**config.mk**
```make
export PLATFORM = sky130hd
export DESIGN_NAME = code_sender
export DESIGN_NICKNAME = d
export VERILOG_FILES = /design/src/rtl/code_sender.sv
export SDC_FILE = /design/constraint.sdc
export NUM_CORES = 1
export LEC_CHECK = 0
export BUFFER_PORTS_ARGS = -buffer_cell sky130_fd_sc_hd__buf_2
export CELL_PAD_IN_SITES_DETAIL_PLACEMENT = 1
export CELL_PAD_IN_SITES_GLOBAL_PLACEMENT = 1
export CORE_MARGIN = 5
export CORE_UTILIZATION = 47
export CTS_BUF_LIST = sky130_fd_sc_hd__clkbuf_16
export CTS_CLUSTER_DIAMETER = 40
export DETAILED_ROUTE_END_ITERATION = 16
export GPL_TIMING_DRIVEN = 0
export PLACE_DENSITY = 0.92
export RECOVER_POWER = 50
export SYNTH_ARGS = -nofsm -noshare
export SYNTH_HDL_FRONTEND = slang
export SYNTH_SLANG_ARGS = --single-unit
export TNS_END_PERCENT = 20
```
**constraint.sdc**
```tcl
create_clock -name i_clk -period 5.68 [get_ports i_clk]
set_input_delay 1.136 -clock i_clk [delete_from_list [all_inputs] [get_ports i_clk]]
set_output_delay 1.136 -clock i_clk [all_outputs]
set_load 0.005 [all_outputs]
```
**src/rtl/code_sender.sv**
```systemverilog
// Transmit side of the keypad lock link. It shifts a stored code onto the
// lock's digit bus, watches the unlock flag for a bounded window, and retries.
module code_sender #(
  parameter  int DIGIT_W     = 3,
  parameter  int NUM_DIGITS  = 4,
  parameter  int WAIT_CYCLES = 4,
  parameter  int MAX_RETRY   = 2,
  localparam int RW          = (MAX_RETRY > 0) ? $clog2(MAX_RETRY + 1) : 1
) (
  input  logic                          i_clk,
  input  logic                          i_rst_n,
  input  logic                          i_start,
  input  logic                          i_prog,
  input  logic [NUM_DIGITS*DIGIT_W-1:0] i_code,
  input  logic                          i_unlock_in,
  output logic [DIGIT_W-1:0]            o_digit_out,
  output logic                          o_digit_valid,
  output logic                          o_sel_out,
  output logic                          o_busy,
  output logic                          o_done,
  output logic                          o_granted,
  output logic                          o_fail,
  output logic [RW-1:0]                 o_retry_cnt
);

  localparam int IW = (NUM_DIGITS  > 1) ? $clog2(NUM_DIGITS)  : 1;
  localparam int CW = (WAIT_CYCLES > 1) ? $clog2(WAIT_CYCLES) : 1;
  localparam logic [IW-1:0] LAST_IDX = IW'(NUM_DIGITS - 1);
  localparam logic [CW-1:0] LAST_CNT = CW'(WAIT_CYCLES - 1);
  localparam logic [RW-1:0] MAX_RC   = RW'(MAX_RETRY);

  typedef enum logic [1:0] {IDLE, SEND, WAIT, DONE} state_t;

  typedef struct packed {
    logic                               prog;
    logic [NUM_DIGITS-1:0][DIGIT_W-1:0] code;
  } req_t;

  state_t                             r_state;
  req_t                               r_req;
  logic [IW-1:0]                      r_idx;
  logic [CW-1:0]                      r_cnt;
  logic [IW-1:0]                      w_idx_nxt;
  logic [NUM_DIGITS-1:0][DIGIT_W-1:0] w_code_in;

  assign w_code_in = i_code;
  assign w_idx_nxt = r_idx + 1'b1;

  // Outputs are registered with the state they belong to, so every branch
  // loads the values the lock must see in the cycle being entered.
  always_ff @(posedge i_clk or negedge i_rst_n) begin
    if (!i_rst_n) begin
      r_state       <= IDLE;
      r_req         <= '0;
      r_idx         <= '0;
      r_cnt         <= '0;
      o_digit_out   <= '0;
      o_digit_valid <= 1'b0;
      o_sel_out     <= 1'b0;
      o_busy        <= 1'b0;
      o_done        <= 1'b0;
      o_granted     <= 1'b0;
      o_fail        <= 1'b0;
      o_retry_cnt   <= '0;
    end else begin
      o_done <= 1'b0;
      case (r_state)
        IDLE: begin
          if (i_start) begin
            r_req.prog  <= i_prog;
            r_req.code  <= w_code_in;
            r_idx       <= '0;
            o_granted   <= 1'b0;
            o_fail      <= 1'b0;
            o_retry_cnt <= '0;
            // A locked lock cannot be reprogrammed; fail without sending.
            if (i_prog && !i_unlock_in) begin
              r_state <= DONE;
              o_done  <= 1'b1;
              o_fail  <= 1'b1;
            end else begin
              r_state       <= SEND;
              o_busy        <= 1'b1;
              o_digit_valid <= 1'b1;
              o_digit_out   <= w_code_in[0];
              o_sel_out     <= i_prog;
            end
          end
        end
        SEND: begin
          if (r_idx == LAST_IDX) begin
            r_idx         <= '0;
            o_digit_valid <= 1'b0;
            o_digit_out   <= '0;
            o_sel_out     <= 1'b0;
            if (r_req.prog) begin
              r_state   <= DONE;
              o_busy    <= 1'b0;
              o_done    <= 1'b1;
              o_granted <= 1'b1;
            end else begin
              r_state <= WAIT;
              r_cnt   <= '0;
            end
          end else begin
            r_idx       <= w_idx_nxt;
            o_digit_out <= r_req.code[w_idx_nxt];
          end
        end
        WAIT: begin
          if (i_unlock_in) begin
            r_state   <= DONE;
            o_busy    <= 1'b0;
            o_done    <= 1'b1;
            o_granted <= 1'b1;
          end else if (r_cnt == LAST_CNT) begin
            if (o_retry_cnt != MAX_RC) begin
              r_state       <= SEND;
              r_idx         <= '0;
              o_retry_cnt   <= o_retry_cnt + 1'b1;
              o_digit_valid <= 1'b1;
              o_digit_out   <= r_req.code[0];
              o_sel_out     <= r_req.prog;
            end else begin
              r_state <= DONE;
              o_busy  <= 1'b0;
              o_done  <= 1'b1;
              o_fail  <= 1'b1;
            end
          end else begin
            r_cnt <= r_cnt + 1'b1;
          end
        end
        DONE:    r_state <= IDLE;
        default: r_state <= IDLE;
      endcase
    end
  end

endmodule

```
==> metrics.yaml <==
outcome: "complete, but fails checks"
failed_checks: "capacitance limit, slew limit"
syn_to_final_growth_pct: 22.4
grt_usage: 0.211
cts_sinks: 30
fp.dieArea_um2: 4850
clock-root-buffer: "clkbuf_16"
path_cells: "buf_2, nor3b_1, nor2_1, nor4_1, mux2_2"
max-vdd-ir-drop_v: 0.000313
p_per_area_nw_per_um2: 655
layout_setup_ws_ps: 3300
critical_path_required_ps: 5840
num_io_pins: 28
drtAntennaViolNets: 0
wire_per_inst_um: 20.9
grt_max_degree: 31
ctsResizeCount: 0
cp-start-kind: "primary input"
ys_warn_count: 0
maxCapViolCount: 1
rows: 21
final_cell_mix: "dfrtp_1 (30), buf_2 (27), mux2_2 (17), nor2_1 (11)"
critPathKind: "primary input to register"
drive_gt1_frac: 0.301
overflow: 0
worstHoldPathType: "register to register"
htreeDepth: 2
crit_slowest_cell: "mux2_2"
period_needed_ps: 2380
clock_latency_ps: 280
cp.arrival_ps: 2540
grt_pass1_wl_mm: 7.91
fp.coreArea_um2: 3390
tns_ps: 0
grt_pass1_vias: 1532
dp.final_hpwl_mm: 3.16
first_iter_violations: 89
vias_per_cell: 6.03
nNetsFinal: 211
gp_congestion: 0.819
ys_seq_area_frac: 0.449
worst-path-buf-inv: 1
slew_violations: 31
crit_fanout: 10
final_common_cell: "dfrtp_1"
wirelength_mm: 4.85
leakage_nw: 0.929
maxSlewHeadroom: -0.0866
cts_tree: "built"
finalHoldViolCount: 0
via_count: 1399
start_util: 0.493
synthDistinctLibCells: 33
synth_seq_cells: 30
synth_nets: 178
rsz0062_at_grt: "false"
cpPeakStageDelay_ps: 380
synth-edff-count: 0
netlist_instances: 152
async_flop_share: 1.00
antenna_found_initial: 0
synth_flop_cell: "dfrtp_1"
synth_area_per_cell_um2: 11.0
drc: 0
worstMarginPinSlew_ps: 1630
dr.pass1.iters: 4
ctsHoldBuffers: 0
dp_slack_ps: 3230
numCtsBuffers: 5
critPathTopFamily: "simple AND/OR/NAND/NOR gates"
end_kind: "register"
portBuffers: 26
die_y_um: 69.6
period_share: 0.419
post_cts_buffers: 0
fp.dieW_um: 69.6
clockBufferDepth: 2
antennaDiodeCount: 0
path_clk_slew_ps: 50
fin_skew_ps: 6.31
finalSetupViolations: 0
fmax_ghz: 0.420
synthesis.area_um2: 1670
flip-flops by register name, indices dropped and copies added (netlist names):
register / count
o_busy: 1
o_digit_out: 3
o_digit_valid: 1
o_done: 1
o_fail: 1
o_granted: 1
o_retry_cnt: 2
o_sel_out: 1
r_cnt: 2
r_idx: 2
r_req: 13
r_state: 2
through the flow:
stage                     utilization  hold slack [ps]  instances  instance area [µm²]  power, mW
after floorplan                     -              470        152                 1670      0.785
after global placement          0.549              481        224                 1860      0.898
after detailed placement        0.549              491        224                 1860      0.960
after CTS                       0.604              502        232                 2050       1.34
after global routing            0.604              531        232                 2050       1.41
final                           0.604              498        232                 2050       1.34
final cells by class:
class	instances	area, µm²
fillers	378	1340
clock inverters	3	63.8
plain buffers	5	26.3
inverters	10	37.5
flip-flops and latches	30	751
clock buffers	5	125
repair buffers	26	128
multi-input cells	107	857
well taps	46	57.6
cell usage after synthesis (3+ instances only):
cell | count | area [µm²]
dfrtp_1 | 30 | 751
mux2_2 | 17 | 191
nor2_1 | 11 | 41.3
inv_1 | 10 | 37.5
o21ai_0 | 10 | 50.1
ha_1 | 9 | 113
nand2_1 | 9 | 33.8
a21oi_1 | 6 | 30.0
a22oi_1 | 5 | 37.5
mux2i_1 | 4 | 40.0
nand3_1 | 4 | 20.0
buf_2 | 3 | 15.0
mux4_1 | 3 | 78.8
nor2b_1 | 3 | 18.8
nor3_1 | 3 | 15.0
final timing paths:
kind | start | endpoint | slack [ps] | cells past startpoint
min in group asynchronous | i_rst_n | r_cnt[1] | 1260 | 1
setup / recovery | i_unlock_in | o_sel_out | 3300 | 5
max in group asynchronous | i_rst_n | r_idx[1] | 3460 | 1
setup reg to reg | r_idx[0] | o_digit_out[2] | 3460 | 5
hold / removal | r_req[4] | r_req[4] | 500 | 1
hold reg to reg | r_req[4] | r_req[4] | 500 | 1
cell families (layout without fill, tap and decap cells):
| group | Yosys count | count (layout) | synth area share |
|---|---|---|---|
| buffers and inverters | 15 | 49 | 0.0382 |
| multiplexers | 24 | 24 | 0.186 |
| flip-flops | 30 | 30 | 0.449 |
| AND/OR/NAND/NOR | 40 | 40 | 0.123 |
| AO/OA/AOI/OAI | 34 | 34 | 0.137 |
| adder cells (fa/ha/maj) | 9 | 9 | 0.0674 |
power by group:
group | internal, mW | switching, mW | leakage, nW | total [mW]
logic | 0.280 | 0.316 | 0.474 | 0.596
registers | 0.316 | 0.0824 | 0.364 | 0.398
clock network | 0.249 | 0.0953 | 0.0915 | 0.345
routing by layer:
metal  GRT usage  share of wire  vias up
met3      0.0580          0.064       16
met2       0.370           0.51       57
met5           0              0        -
met4      0.0979          0.037        0
met1       0.237           0.38      704
li1            -              -      622
Note: power is estimated with default switching activity, not from simulation.
